==> src/rtl/alu_pkg.sv <==
// alu_pkg: shared types and constants for the sequential ALU.
//   alu_op_e    - opcode encodings carried on alu_control
//   alu_state_e - control FSM states
//   FLAG_*      - bit positions inside the {N,Z,C,V} flag vector
package alu_pkg;

  localparam int ALU_CTRL_W = 4;

  typedef enum logic [ALU_CTRL_W-1:0] {
    OP_ADD = 4'b0000,
    OP_SUB = 4'b0001,
    OP_AND = 4'b0010,
    OP_ORR = 4'b0011,
    OP_EOR = 4'b0100,
    OP_ADC = 4'b0101,
    OP_SBC = 4'b0110,
    OP_RSB = 4'b0111,
    OP_MOV = 4'b1000,
    OP_MVN = 4'b1001,
    OP_BIC = 4'b1010,
    OP_MUL = 4'b1100
  } alu_op_e;

  typedef enum logic [1:0] {
    ST_IDLE = 2'd0,
    ST_RUN  = 2'd1,
    ST_DONE = 2'd2
  } alu_state_e;

  localparam int FLAG_N = 3;
  localparam int FLAG_Z = 2;
  localparam int FLAG_C = 1;
  localparam int FLAG_V = 0;

endpackage

==> src/rtl/alu_iter_mul.sv <==
// alu_iter_mul: shift-add multiplier, one multiplier bit per cycle,
// truncated to WIDTH bits.
//   clk, rst_n  - clock, async active-low reset
//   start       - load operands a/b and begin (ignored while busy is irrelevant:
//                 the owner only pulses it when idle)
//   a, b        - multiplicand / multiplier
//   done        - high during the cycle in which the last bit is processed
//   product     - valid while done is high (value about to be accumulated)
module alu_iter_mul #(
  parameter int WIDTH = 32
) (
  input  logic             clk,
  input  logic             rst_n,
  input  logic             start,
  input  logic [WIDTH-1:0] a,
  input  logic [WIDTH-1:0] b,
  output logic             done,
  output logic [WIDTH-1:0] product
);

  localparam int CNT_W = $clog2(WIDTH + 1);

  logic [WIDTH-1:0] acc_q, acc_d;
  logic [WIDTH-1:0] mcand_q, mcand_d;
  logic [WIDTH-1:0] mplier_q, mplier_d;
  logic [CNT_W-1:0] cnt_q, cnt_d;
  logic [WIDTH-1:0] acc_nxt;

  always_comb begin
    acc_nxt  = acc_q + (mplier_q[0] ? mcand_q : '0);
    acc_d    = acc_q;
    mcand_d  = mcand_q;
    mplier_d = mplier_q;
    cnt_d    = cnt_q;
    if (start) begin
      acc_d    = '0;
      mcand_d  = a;
      mplier_d = b;
      cnt_d    = CNT_W'(WIDTH);
    end else if (cnt_q != '0) begin
      acc_d    = acc_nxt;
      mcand_d  = mcand_q << 1;
      mplier_d = mplier_q >> 1;
      cnt_d    = cnt_q - 1'b1;
    end
  end

  // Product is handed out combinationally on the final step so the owner
  // can register it on the same edge the last bit is consumed.
  assign done    = (cnt_q == CNT_W'(1));
  assign product = acc_nxt;

  always_ff @(posedge clk or negedge rst_n) begin
    if (!rst_n) begin
      acc_q    <= '0;
      mcand_q  <= '0;
      mplier_q <= '0;
      cnt_q    <= '0;
    end else begin
      acc_q    <= acc_d;
      mcand_q  <= mcand_d;
      mplier_q <= mplier_d;
      cnt_q    <= cnt_d;
    end
  end

endmodule

==> src/rtl/alu_seq_unit.sv <==
// alu_seq_unit: registered, handshaked ALU with persistent NZCV flags.
//   clk, rst_n            - clock, async active-low reset
//   in_valid/in_ready     - operand handshake (ready only when idle)
//   a, b, alu_control     - operands and opcode (alu_pkg::alu_op_e)
//   set_flags             - commit NZCV when this op's result is taken
//   out_valid/out_ready   - result handshake
//   result                - registered result
//   flags_nzcv            - committed flags {N,Z,C,V}
//
// state | meaning
// IDLE  | waiting for an op, in_ready=1
// RUN   | iterative multiply in progress
// DONE  | result valid, waiting for out_ready; flags commit on the take
module alu_seq_unit
  import alu_pkg::*;
#(
  parameter int WIDTH  = 32,
  parameter int CTRL_W = ALU_CTRL_W
) (
  input  logic              clk,
  input  logic              rst_n,
  input  logic              in_valid,
  output logic              in_ready,
  input  logic [WIDTH-1:0]  a,
  input  logic [WIDTH-1:0]  b,
  input  logic [CTRL_W-1:0] alu_control,
  input  logic              set_flags,
  output logic              out_valid,
  input  logic              out_ready,
  output logic [WIDTH-1:0]  result,
  output logic [3:0]        flags_nzcv
);

  alu_state_e       state_q, state_d;
  logic [WIDTH-1:0] result_q, result_d;
  logic [3:0]       flags_q, flags_d;
  logic [3:0]       pend_q, pend_d;
  logic             pend_we_q, pend_we_d;

  alu_op_e          op;
  logic [WIDTH-1:0] add_x, add_y;
  logic             add_cin;
  logic [WIDTH:0]   add_sum;
  logic             is_arith;
  logic [WIDTH-1:0] core_res;
  logic             core_we;
  logic             core_c, core_v;
  logic [3:0]       core_flags;

  logic             mul_start, mul_done;
  logic [WIDTH-1:0] mul_product;

  alu_iter_mul #(.WIDTH(WIDTH)) u_mul (
    .clk     (clk),
    .rst_n   (rst_n),
    .start   (mul_start),
    .a       (a),
    .b       (b),
    .done    (mul_done),
    .product (mul_product)
  );

  // Single-cycle core. Subtractions reuse the adder as x + ~y + cin, which
  // yields the ARM "C = NOT borrow" directly from the carry out.
  always_comb begin
    op       = alu_op_e'(alu_control);
    add_x    = a;
    add_y    = b;
    add_cin  = 1'b0;
    is_arith = 1'b0;
    core_res = '0;
    core_we  = 1'b1;
    case (op)
      OP_ADD: is_arith = 1'b1;
      OP_SUB: begin add_y = ~b; add_cin = 1'b1; is_arith = 1'b1; end
      OP_ADC: begin add_cin = flags_q[FLAG_C]; is_arith = 1'b1; end
      OP_SBC: begin add_y = ~b; add_cin = flags_q[FLAG_C]; is_arith = 1'b1; end
      OP_RSB: begin add_x = b; add_y = ~a; add_cin = 1'b1; is_arith = 1'b1; end
      OP_AND: core_res = a & b;
      OP_ORR: core_res = a | b;
      OP_EOR: core_res = a ^ b;
      OP_MOV: core_res = b;
      OP_MVN: core_res = ~b;
      OP_BIC: core_res = a & ~b;
      OP_MUL: core_res = '0;
      default: core_we = 1'b0;
    endcase
    add_sum = {1'b0, add_x} + {1'b0, add_y} + {{WIDTH{1'b0}}, add_cin};
    core_c  = flags_q[FLAG_C];
    core_v  = flags_q[FLAG_V];
    if (is_arith) begin
      core_res = add_sum[WIDTH-1:0];
      core_c   = add_sum[WIDTH];
      core_v   = (add_x[WIDTH-1] == add_y[WIDTH-1]) &&
                 (add_sum[WIDTH-1] != add_x[WIDTH-1]);
    end
    core_flags = {core_res[WIDTH-1], core_res == '0, core_c, core_v};
  end

  always_comb begin
    state_d   = state_q;
    result_d  = result_q;
    flags_d   = flags_q;
    pend_d    = pend_q;
    pend_we_d = pend_we_q;
    mul_start = 1'b0;
    case (state_q)
      ST_IDLE: begin
        if (in_valid) begin
          pend_we_d = set_flags && core_we;
          if (op == OP_MUL) begin
            mul_start = 1'b1;
            state_d   = ST_RUN;
          end else begin
            result_d = core_res;
            pend_d   = core_flags;
            state_d  = ST_DONE;
          end
        end
      end
      ST_RUN: begin
        if (mul_done) begin
          result_d = mul_product;
          pend_d   = {mul_product[WIDTH-1], mul_product == '0,
                      flags_q[FLAG_C], flags_q[FLAG_V]};
          state_d  = ST_DONE;
        end
      end
      ST_DONE: begin
        if (out_ready) begin
          if (pend_we_q) flags_d = pend_q;
          state_d = ST_IDLE;
        end
      end
      default: state_d = ST_IDLE;
    endcase
  end

  always_ff @(posedge clk or negedge rst_n) begin
    if (!rst_n) begin
      state_q   <= ST_IDLE;
      result_q  <= '0;
      flags_q   <= '0;
      pend_q    <= '0;
      pend_we_q <= 1'b0;
    end else begin
      state_q   <= state_d;
      result_q  <= result_d;
      flags_q   <= flags_d;
      pend_q    <= pend_d;
      pend_we_q <= pend_we_d;
    end
  end

  assign in_ready   = (state_q == ST_IDLE);
  assign out_valid  = (state_q == ST_DONE);
  assign result     = result_q;
  assign flags_nzcv = flags_q;

endmodule

==> config.mk <==
export PLATFORM = sky130hd
export DESIGN_NAME = alu_seq_unit
export DESIGN_NICKNAME = d
export VERILOG_FILES = /design/src/rtl/alu_pkg.sv /design/src/rtl/alu_iter_mul.sv /design/src/rtl/alu_seq_unit.sv
export SDC_FILE = /design/constraint.sdc
export NUM_CORES = 1
export LEC_CHECK = 0
export ABC_AREA = 1
export BUFFER_PORTS_ARGS = -buffer_cell sky130_fd_sc_hd__buf_2
export CAP_MARGIN = 30
export CORE_MARGIN = 1
export CORE_UTILIZATION = 33
export CTS_CLUSTER_DIAMETER = 80
export DETAILED_ROUTE_END_ITERATION = 8
export GPL_ROUTABILITY_DRIVEN = 0
export PLACE_DENSITY = 0.51
export SLEW_MARGIN = 10
export SYNTH_ARGS = -nofsm -noshare
export SYNTH_HDL_FRONTEND = slang
export SYNTH_SLANG_ARGS = --single-unit
==> constraint.sdc <==
create_clock -name clk -period 5.81 [get_ports clk]
set_input_delay 0.8715 -clock clk [delete_from_list [all_inputs] [get_ports clk]]
set_output_delay 0.8715 -clock clk [all_outputs]
set_load 0.005 [all_outputs]
# Word-level counts from Yosys, hierarchy flattened
# Cells that the tools add are included.
word_totals:
  inputBits: 73
  out_inout_bits: 38
  reg_bits: 145
  word_cells: 91
classes:
  eq_ne: 20
  muxes: 34
  add_sub_neg: 4
  reduce_logical: 18
  n_bitwise: 6
ops:
  columns: ["cell", "count"]
  rows:
  - ["32-bit two-way mux", 12]
  - ["32-bit case mux with 6 select lines", 1]
  - ["32-bit case mux with 2 select lines", 2]
  - ["32-bit AND", 2]
  - ["32-bit logical NOT", 2]
  - ["32-bit inverter", 2]
  - ["32-bit by 32-bit adder with 33-bit output", 1]
  - ["33-bit by 1-bit adder with 33-bit output", 1]
  - ["32-bit adder", 1]
  - ["32-bit bitwise OR", 1]
  - ["32-bit XOR", 1]
  - ["4-bit by 3-bit == test with 1-bit output (second input constant)", 4]
  - ["4-bit == test (second input constant)", 4]
  - ["4-bit two-way mux", 3]
  - ["6-bit two-way mux", 2]
  - ["12-bit OR reduction", 1]
  - ["4-bit by 2-bit == test with 1-bit output (second input constant)", 2]
  - ["2-bit two-way mux", 4]
  - ["4-bit case mux with 2 select lines", 1]
  - ["1-bit two-way mux", 7]
  - ["6-bit by 1-bit == test with 1-bit output (second input constant)", 1]
  - ["2-bit != test (second input constant)", 3]
  - ["2-bit case mux with 3 select lines", 1]
  - ["3-bit AND reduction", 2]
  - ["other kinds (17)", 21]

# Depth between registers and ports, before layout
# Gate-level depths: netlist of the first run.
logic_depth:
  depth_word: 11
  ltp_mapped: 30
  mapped_depth_nobuf: 29

# Hierarchy
# Synthesis of the first run repeated with hierarchy kept, for this count alone.
unflattened:
  cells_unflattened: 2352
  hier_area_um2: 14377.5
modules_own_cells:
  columns: ["module", "seq_area_each_um2", "area_each_um2", "cells_each", "instances"]
  rows:
  - ["alu_seq_unit", 1051.0, 7462.2, 1345, 1]
  - ["alu_iter_mul", 2552.4, 6915.4, 1007, 1]

# Least setup slack after synthesis of the first run
# Ideal clock, no wire load.
synth_path:
  path_type: "input to register"
  startpoint: "input alu_control[0]"
  endpoint: "register pend_q[2]"
  t_required_ns: 5.744
  path_stages: 27
  n_path_buf: 3
  setup_ns: 0.066
  path_slack_ns: 1.712
  arrival_time_ns: 4.032
  cell_sequence: "buf_4 -> nand2_1 -> nor2_1 -> clkbuf_1 -> buf_1 -> nand2_1 -> o21ai_0 -> fa_1 -> inv_1 -> fa_1 -> nand2_1 -> nand3_1 -> nand3_1 -> nand2_1 -> nand2_1 -> nand2_1 -> o21ai_0 -> nor2_1 -> nor2_1 -> nand2_1 -> nor2_1 -> nand2_1 -> nor2_1 -> nand3_1 -> nand2_1 -> nand2_1 -> nand2_1"
synth_between:
  elab_chain_cells: 10
  elab_cells_between_ends: 30
  classes_between: "2 x add/sub; 12 x eq/ne; 9 x mux; 7 x reduce/logical"
synth_rtl:
  columns: ["item", "line_no", "text"]
  rows:
  - ["from (decl)", "alu_seq_unit.sv:26", "input logic [CTRL_W-1:0] alu_control,"]
  - ["4-bit by 3-bit == test with 1-bit output / 4-bit by 1-bit == test with 1-bit output (equally long branches)", "alu_seq_unit.sv:73", "case (op)"]
  - ["2-bit OR reduction (no source line)", null, null]
  - ["32-bit case mux with 2 select lines", "alu_seq_unit.sv:73", null]
  - ["32-bit by 32-bit adder with 33-bit output", "alu_seq_unit.sv:88", "add_sum = {1'b0, add_x} + {1'b0, add_y} + {{WIDTH{1'b0}}, add_cin};"]
  - ["33-bit by 1-bit adder with 33-bit output", "alu_seq_unit.sv:88", null]
  - ["32-bit two-way mux", "alu_seq_unit.sv:91", "if (is_arith) begin"]
  - ["32-bit logical NOT", "alu_seq_unit.sv:97", "core_flags = {core_res[WIDTH-1], core_res == '0, core_c, core_v};"]
  - ["4-bit two-way mux", "alu_seq_unit.sv:111", "if (op == OP_MUL) begin"]
  - ["4-bit two-way mux", "alu_seq_unit.sv:109", "if (in_valid) begin"]
  - ["4-bit case mux with 2 select lines", "alu_seq_unit.sv:107", "case (state_q)"]
  - ["to (signal assigned)", "alu_seq_unit.sv:150", "pend_q <= pend_d;"]
  - ["to (decl)", "alu_seq_unit.sv:37", "logic [3:0] pend_q, pend_d;"]
# Parallel ways exist; a longest one is shown, timed or not. The select of a mux whose other input is x is not followed.
# A chain may end at the register's enable or synchronous reset.

# Worst setup path after layout of the first run
layout_path:
  startpoint: "input alu_control[3]"
  endpoint: "register pend_q[2]"
# Same word-level chain as after synthesis.

==> flow_summary.toml, run 1 <==
[run_status]
status = "finished, violations left"
violations = "DRC"

[synthesis]
synth_cells = 2219
ys_ff_latch = 144
synth_cell_type_count = 49
syn_area_per_cell_sq_um = 6.23
synth_edf_count = 0
yosys_warnings = 0
netlist_area_sq_mm = 0.0138
synth_flop_cell = "dfrtp_1"
ys_seq_area_share_pct = 26.0
ys_async_sr_fraction_pct = 100
synth_nets = 2391

[worst_setup_path]
cp-start-kind = "input port"
cp_common_cell = "nand2_1"
worstPathMaxFanout = 24
crit_family = "simple AND/OR/NAND/NOR gates"
cp-end-kind = "register"
cp_slowest_stage_delay_ns = 0.54
crit_arrival_ns = 4.88
critical-path-slowest-cell = "inv_1"
critPathBufInv = 6
path_cells = "buf_2 -> inv_2 -> nand2_1 -> inv_1 -> a21oi_1 -> inv_1 -> nor2_1 -> inv_1 -> o21ai_0 -> ha_1 -> nand2_1 -> inv_1 -> nand2_1 -> nand2_1 -> nand2_1 -> nand3_1 -> a31oi_1 -> nor2_1 -> o21ai_0 -> nor2_1 -> nand3_1 -> nand2_1 -> nand2_1 -> nand2_1"
critPathKind = "in2reg"
crit_required_ns = 6.16

[clock_tree]
cts-root-buf = "clkbuf_16"
cts_tree = "yes"
post_cts_buffers = 0
clock_path_buffers = 2
cts_resized = 0
hold_buffers = 0
ctsHtreeMaxLevel = 4
clkLatencyLatePin_ns = 0.46
cts_sinks = 144
clk_pin_slew_worst_paths_ns = 0.07
cts-buffers-inserted = 17

[global_routing]
grt_pass1_vias = 14200
grt_util_all_layers_pct = 25.2
grt_max_degree = 98
grt_pass1_wl_microns = 81300
antenna_found_initial = 1
grt_overflow = 0

[floorplan]
start_util_pct = 33.6
fp.dieW_microns = 207
die_area_sq_mm = 0.0427
num_rows = 74
die_y_microns = 207
io_pins = 111
fp.coreArea_sq_mm = 0.0411

[detailed_routing]
vias_per_cell = 5.34
drt_pre_antenna_iters = 7
route.detailed.drc = 7
routed_wl_microns = 53100
num_vias = 15100
wl_per_cell_microns = 18.7
drtAntennaViolNets = 0
drt_iter0_markers = 1148

[final_layout]
synthToLayoutAreaGrowth_pct = 12.5
layout-drive-gt1-share_pct = 8.12
layout.cells.non_filler = 2835
diodes = 0
nNetsFinal = 2462
layout_common_cells = "nand2_1 (693), inv_1 (311), o21ai_0 (192), nor2_1 (175), dfrtp_1 (144)"
final_common_cell = "nand2_1"

[sta]
slew_headroom_pct = 30.2
min_period_ns = 4.53
setup_violations = 0
fin_hold_ws_ns = 0.316
worst_slew_pin_slew_ns = 1.02
finalHoldViolations = 0
finalSetupTns_ns = 0
finClkSkew_ns = 0.00963
rsz0062_at_grt = "false"
finalCritPeriodShare_pct = 78.0
slew_violations = 0
fmaxAchievable_mhz = 221

[pwr]
power_density_mw_per_mm2 = 340
peakVddDrop_v = 0.000187
total_power_uw = 5290
leakagePower_uw = 0.00801

[placed_design]
io_buffers = 110
dp_cells = 2801
hpwlAfterDp_microns = 41600

[flow_run]
cap_violations = 0

[worst_hold_path]
min_path_type = "in2async"
worst reg2reg max path: stages (launching register included):
cell and delay (ns):
dfrtp_1 0.51, a311oi_1 0.57, fa_1 0.30, inv_1 0.09, fa_1 0.44, nand2_1 0.10
nand3_1 0.07, nand3_1 0.12, nand2_1 0.08, nand2_1 0.09, nand2_1 0.11, nand2_1 0.13
nand3_1 0.08, nand3_1 0.09, nand2_1 0.09, nor2_1 0.20, nand2_1 0.08, nor2_1 0.09
nand3_1 0.08, nand2_1 0.07, nand2_1 0.05, nand2_1 0.06
routing by layer:
metal,part of all wire [%],track usage (%)
met1,46,35.4
met2,45,40.3
met3,6.7,3.25
met4,2.2,7.09
met5,0,0
where the power goes:
group | internal, uW | total [uW] | switching [uW]
Clock | 613 | 1120 | 510
Combinational | 852 | 2520 | 1670
Sequential | 1390 | 1640 | 248
Total | 2860 | 5290 | 2430
synth_stat cells (2+ instances only):
cell type	instances	share of area, %
o221ai_1	25	1.6
a31oi_1	9	0.41
nand3b_1	23	1.2
buf_1	4	0.11
xnor2_1	5	0.32
o211ai_1	31	1.7
nand3_1	133	4.8
or2_2	2	0.090
a22oi_1	46	2.5
nand2_4	2	0.16
xor2_1	16	1.0
nor2_4	2	0.16
buf_4	5	0.27
nor2_1	179	4.9
a22o_1	2	0.13
nand4_1	24	1.1
o21bai_1	6	0.33
a21oi_1	118	4.3
o22a_1	2	0.13
buf_6	3	0.24
o21ai_1	8	0.29
inv_2	5	0.14
o21a_1	2	0.11
nor3_1	31	1.1
inv_1	311	8.4
dfrtp_1	144	26
clkbuf_1	49	1.3
ha_1	96	8.7
fa_1	3	0.43
o31ai_1	2	0.11
nor2_2	4	0.18
o2111ai_1	4	0.25
nand2_1	693	19
o21ai_0	192	6.9
o22ai_1	6	0.27
buf_2	19	0.69
layout make-up:
cell class	instances	area, sq um
clock inverters	12	110
well taps	532	666
inverters	318	1200
repair buffers	132	823
multi-input cells	1677	8700
flip-flops and latches	144	3600
fillers	4528	25600
clock buffers	20	457
state kept, by name, indices dropped and copies added, names as in the netlist:
name	cells
result	32
state_q	2
u_mul.cnt_q	6
u_mul.mcand_q	32
flags_nzcv	4
pend_q	3
u_mul.acc_q	32
u_mul.mplier_q	32
pend_we_q	1
worst paths after layout:
kind                       depth (start not counted)                 to  slack [ns]      startpoint
setup / recovery                                  24          pend_q[2]        1.28  alu_control[3]
setup reg to reg                                  21          pend_q[2]        2.25   flags_nzcv[1]
max in group asynchronous                          3  u_mul.mplier_q[1]        4.10           rst_n
hold reg to reg                                    2         result[23]        0.48      result[23]
min in group clk                                   2         result[23]        0.48      result[23]
hold / removal                                     1    u_mul.acc_q[24]        0.32           rst_n
cells by family (layout without fill, tap and decap cells):
kind of cell | count (synthesis) | in the layout | synth area share (%)
fa+ha+maj | 99 | 99 | 9.12
buf+inv | 398 | 482 | 11.3
xor+xnor | 21 | 21 | 1.33
mux | 1 | 1 | 0.0814
flops | 144 | 144 | 26.0
compound gates | 459 | 459 | 19.3
simple gates | 1097 | 1097 | 32.8
through the flow:
| step | utilization (%) | setup slack (ns) | area (sq um) |
|---|---|---|---|
| 5_1_grt | 37.8 | 0.827 | 15600 |
| 4_1_cts | 37.7 | 1.30 | 15500 |
| 2_1_floorplan | - | 1.71 | 13800 |
| 3_3_place_gp | 36.1 | 0.836 | 14900 |
| 3_5_place_dp | 36.3 | 0.835 | 14900 |
| 6_report | 37.8 | 1.28 | 15600 |
(Power assumes the default switching activity.)
==> run 2, diff against run 1 <==
- clock period: 5.81 -> 4.43 ns (I/O delays scaled with it)
==> run 2 against run 1 <==
Net effect:
- the run still ends with DRC left
- critical path type unchanged
- final cell count up 0.18%
- die area unchanged
- largest power group unchanged
- largest cell class unchanged
- flip-flop and latch count unchanged
- combinational power up 32%
- non-clock buffer count is 5 higher
- final area increased by 0.31%
- clock-buffer cell count is 2 lower
- register-to-register slack got worse by 1.3 ns
==> flow_summary.toml, run 2 (synthesis results as in run 1) <==
[placed_design]
io_buffers = 110
dp_cells = 2808
hpwlAfterDp_microns = 42500
dp_slack_ns = 0.162
place_area_sq_mm = 0.0150

[flow_run]
cap_violations = 0

[sta]
setup_violations = 0
finClkSkew_ns = 0.0152
fmaxAchievable_mhz = 261
finalSetupTns_ns = 0
rsz0062_at_grt = "false"
slew_headroom_pct = 49.8
min_period_ns = 3.83
worst_slew_pin_slew_ns = 0.734
finalHoldViolations = 0
fin_ws_ns = 0.598
slew_violations = 0
finalCritPeriodShare_pct = 86.5

[global_routing]
grt_util_all_layers_pct = 25.9
grt_pass1_wl_microns = 83400
antenna_found_initial = 0
grt_overflow = 0
grt_pass1_vias = 14300
grt_max_degree = 91

[worst_setup_path]
cp-end-kind = "register"
worstPathMaxFanout = 21
r2r-end = "result[27]"
r2r_slack_ns = 0.97
critPathKind = "in2reg"
crit_required_ns = 4.83
r2r_start = "u_mul.mplier_q[0]"
crit_arrival_ns = 4.23
cp-start-kind = "input port"
rr_worst_depth = 16

[final_layout]
design_area_sq_mm = 0.0156
layout_common_cells = "nand2_1 (693), inv_1 (311), o21ai_0 (192), nor2_1 (175), dfrtp_1 (144)"
layout.cells.non_filler = 2840
fin_util_pct = 38.0
layout-drive-gt1-share_pct = 8.36
fill_cells = 4593
nNetsFinal = 2467
final_common_cell = "nand2_1"
synthToLayoutAreaGrowth_pct = 12.8
diodes = 0

[clock_tree]
clock_path_buffers = 2
post_cts_buffers = 0
hold_buffers = 0
cts_tree = "yes"
cts_sinks = 144
ctsHtreeMaxLevel = 4
cts-root-buf = "clkbuf_16"
clkLatencyLatePin_ns = 0.46
clk_pin_slew_worst_paths_ns = 0.07
cts-buffers-inserted = 17
cts_resized = 0

[floorplan]
die_area_sq_mm = 0.0427
fp.coreArea_sq_mm = 0.0411
num_rows = 74
io_pins = 111
die_y_microns = 207
fp.dieW_microns = 207
start_util_pct = 33.6

[pwr]
p_sw_share_pct = 46.8
p_int_uw = 3700
pwr-share-seq_pct = 31.3
p_switching_uw = 3250
power_density_mw_per_mm2 = 446
peakVddDrop_v = 0.000272
leakagePower_uw = 0.00804
clkPwrFrac_pct = 21.0
p_comb_share_pct = 47.7

[detailed_routing]
drt_iter0_markers = 1214
drt_pre_antenna_iters = 9
drtAntennaViolNets = 0
wl_per_cell_microns = 19.1
routed_wl_microns = 54300
vias_per_cell = 5.33
num_vias = 15100
route.detailed.drc = 6

[run_status]
violations = "DRC"
status = "finished, violations left"

[worst_hold_path]
min_path_type = "in2async"
[run 2: changes by cell type in the layout (fill, tap and decap cells not counted), sizes merged]
cell	change
clkbuf	-2
clkinvlp	-2
inv	+7
bufinv	-1
buf	+5
clkinv	-2
[run 2: per-stage QoR]
step	hold slack (ns)	power [uW]
5_1_grt	0.166	7520
2_1_floorplan	0.369	4270
6_report	0.140	6950
3_5_place_dp	0.469	5480
4_1_cts	0.146	6960
3_3_place_gp	0.463	5420
[run 2: layer usage]
layer | vias up | GRT usage (%) | part of all wire, % | wire length, microns
met5 | - | 0 | 0 | 0
met2 | 508 | 41.6 | 45 | 24500
met3 | 48 | 3.50 | 6.4 | 3490
li1 | 7449 | - | - | -
met4 | 0 | 6.10 | 1.5 | 794
met1 | 7124 | 36.6 | 47 | 25500
[run 2: worst max-delay path by stage]
stage,start,endpoint,slack (ns)
4_1_cts,alu_control[1],pend_q[2],0.63
3_5_place_dp,alu_control[1],pend_q[2],0.16
6_report,alu_control[1],pend_q[2],0.60
2_1_floorplan,alu_control[0],pend_q[2],0.54
5_1_grt,alu_control[1],pend_q[2],0.20
3_3_place_gp,alu_control[1],pend_q[2],0.21
[run 2: area by class of cell]
class / count / area (sq um) / area share, %
Tap cell: 532 / 666 / 4.27
Sequential cell: 144 / 3600 / 23.1
Multi-Input combinational cell: 1677 / 8700 / 55.8
Inverter: 318 / 1200 / 7.66
Timing Repair Buffer: 137 / 862 / 5.52
Clock inverter: 14 / 138 / 0.882
Clock buffer: 18 / 439 / 2.81
[run 2: worst max-delay path, stage by stage]
cell     delay [ns]
buf_2          0.13
inv_2          0.13
nand2_1        0.11
nor2_1         0.18
a21oi_1        0.08
inv_1          0.12
nor2_1         0.07
inv_1          0.30
buf_12         0.21
o21ai_0        0.09
ha_1           0.40
nand2_1        0.19
nor2_1         0.28
nand2_1        0.14
nor2_1         0.12
nand2_1        0.11
nand3_1        0.09
nand2_1        0.05
nand3_1        0.08
nand2_1        0.09
nor2_1         0.17
nand2_1        0.08
nor2_1         0.09
nand3_1        0.08
nand2_1        0.06
nand2_1        0.05
nand2_1        0.06
[run 2: power groups by stage]
stage,logic [uW],registers (uW),clock network (uW)
6_report,3320,2180,1460
5_1_grt,3740,2240,1540
4_1_cts,3300,2170,1480
3_5_place_dp,3290,2190,0
3_3_place_gp,3210,2210,0
2_1_floorplan,2180,2090,0
==> run 3, diff against run 2 <==
- BUFFER_PORTS_ARGS: -buffer_cell sky130_fd_sc_hd__buf_2 -> -buffer_cell sky130_fd_sc_hd__buf_4
==> run 3 against run 2 <==
Net effect:
- the run still ends with DRC left
- setup slack gained 0.015 ns
- final area grew 1.8%
- final cell count rose by 0.11%
- via count grew 0.48%
- non-clock buffer count increased by 3
- total power increased by 0.91%
- wire length grew 0.21%
- critical path depth down 3
- die area stayed put
==> flow_summary.toml, run 3 (synthesis results as in run 1) <==
[run_status]
status = "finished, violations left"
violations = "DRC"

[detailed_routing]
drt_pre_antenna_iters = 7
drtAntennaViolNets = 0
drt_iter0_markers = 1405
num_vias = 15200
route.detailed.drc = 7
vias_per_cell = 5.35
wl_per_cell_microns = 19.1
routed_wl_microns = 54400

[final_layout]
final_common_cell = "nand2_1"
fill_cells = 4589
layout_common_cells = "nand2_1 (693), inv_1 (311), o21ai_0 (192), nor2_1 (175), dfrtp_1 (144)"
diodes = 0
nNetsFinal = 2470
regArea_sq_mm = 0.00360
layout-drive-gt1-share_pct = 8.44
multiInputGateArea_sq_mm = 0.00870
layout.cells.non_filler = 2843
synthToLayoutAreaGrowth_pct = 14.9

[worst_setup_path]
worstPathMaxFanout = 31
path_cells = "buf_4 -> nand2_1 -> inv_1 -> a21oi_1 -> inv_1 -> nor2_1 -> inv_1 -> buf_12 -> o21ai_0 -> ha_1 -> nand2_1 -> inv_1 -> nand2_1 -> nand2_1 -> nand2_1 -> nand3_1 -> a31oi_1 -> nor2_1 -> o21ai_0 -> nor2_1 -> nand3_1 -> nand2_1 -> nand2_1 -> nand2_1"
r2r_start = "flags_nzcv[1]"
cp_slowest_stage_delay_ns = 0.50
critPathBufInv = 6
critPathKind = "in2reg"
r2r-end = "pend_q[2]"
crit_arrival_ns = 4.17
cp-start-kind = "input port"
crit_family = "simple AND/OR/NAND/NOR gates"
cp-end-kind = "register"
r2r_slack_ns = 1.18
rr_worst_depth = 21
critical-path-slowest-cell = "o21ai_0"
crit_required_ns = 4.78
cp_common_cell = "nand2_1"

[floorplan]
die_area_sq_mm = 0.0427
fp.coreArea_sq_mm = 0.0411
num_rows = 74
io_pins = 111
die_y_microns = 207
start_util_pct = 33.6
fp.dieW_microns = 207

[clock_tree]
clkLatencyLatePin_ns = 0.46
ctsHtreeMaxLevel = 4
clk_pin_slew_worst_paths_ns = 0.07
cts-buffers-inserted = 17
cts_sinks = 144
post_cts_buffers = 0
clock_path_buffers = 2
cts_tree = "yes"
cts-root-buf = "clkbuf_16"
cts_resized = 0
hold_buffers = 0

[global_routing]
grt_overflow = 0
grt_max_degree = 96
grt_util_all_layers_pct = 25.8
grt_pass1_wl_microns = 83300
antenna_found_initial = 0
grt_pass1_vias = 14200

[sta]
worst_slew_pin_slew_ns = 0.904
min_period_ns = 3.82
finalHoldViolations = 0
rsz0062_at_grt = "false"
setup_violations = 0
fmaxAchievable_mhz = 262
slew_headroom_pct = 39.8
finClkSkew_ns = 0.0140
finalSetupTns_ns = 0
slew_violations = 0
fin_ws_ns = 0.612
fin_hold_ws_ns = 0.107
finalCritPeriodShare_pct = 86.2

[pwr]
leakagePower_uw = 0.00814
peakVddDrop_v = 0.000281
power_density_mw_per_mm2 = 442

[placed_design]
dp_slack_ns = 0.221
dp_cells = 2809
hpwlAfterDp_microns = 42300
io_buffers = 110

[worst_hold_path]
min_path_type = "in2async"

[flow_run]
cap_violations = 0
## run 3: changes by cell type in the layout (fill, tap and decap cells not counted), sizes merged
cell,change
inv,-2
clkinv,+3
clkinvlp,-1
buf,+3
## run 3: routing by layer
metal  wire [microns]  track usage, %  vias to the layer above  part of all wire, %
met1            25400            36.1                     7213                   47
met3             3170            3.41                       51                  5.8
li1                 -               -                     7443                    -
met4              987            6.41                        0                  1.8
met2            24800            41.9                      494                   46
met5                0               0                        -                    0
## run 3: cell type report
type | count | share of cell area [%]
inverter | 318 | 7.53
sequential | 144 | 22.7
clock buffer | 18 | 2.70
timing repair buffer | 140 | 7.41
multi-input combinational | 1677 | 54.7
tap | 532 | 4.19
clock inverter | 14 | 0.779
## run 3: worst max-delay path by stage
stage                    from         to  slack (ns)  cells after the start
6_report       alu_control[2]  pend_q[2]        0.61                     24
5_1_grt        alu_control[1]  pend_q[2]        0.20                     28
4_1_cts        alu_control[1]  pend_q[2]        0.69                     28
3_5_place_dp   alu_control[2]  pend_q[2]        0.22                     28
3_3_place_gp   alu_control[1]  pend_q[2]        0.30                     28
2_1_floorplan  alu_control[0]  pend_q[2]        0.54                     27
## run 3: per-stage QoR
stage               total power [uW]  utilization (%)  instance area, sq um
finish                          7020             38.7                 15900
global route                    7580             38.7                 15900
CTS                             7020             38.5                 15800
detailed placement              5560             37.2                 15300
global placement                5500             37.1                 15200
floorplan                       4270                -                 13800
## run 3: power breakdown
group / switching (uW) / total, uW / internal, uW
logic: 2190 / 3410 / 1220
registers: 352 / 2180 / 1830
clock network: 693 / 1430 / 735
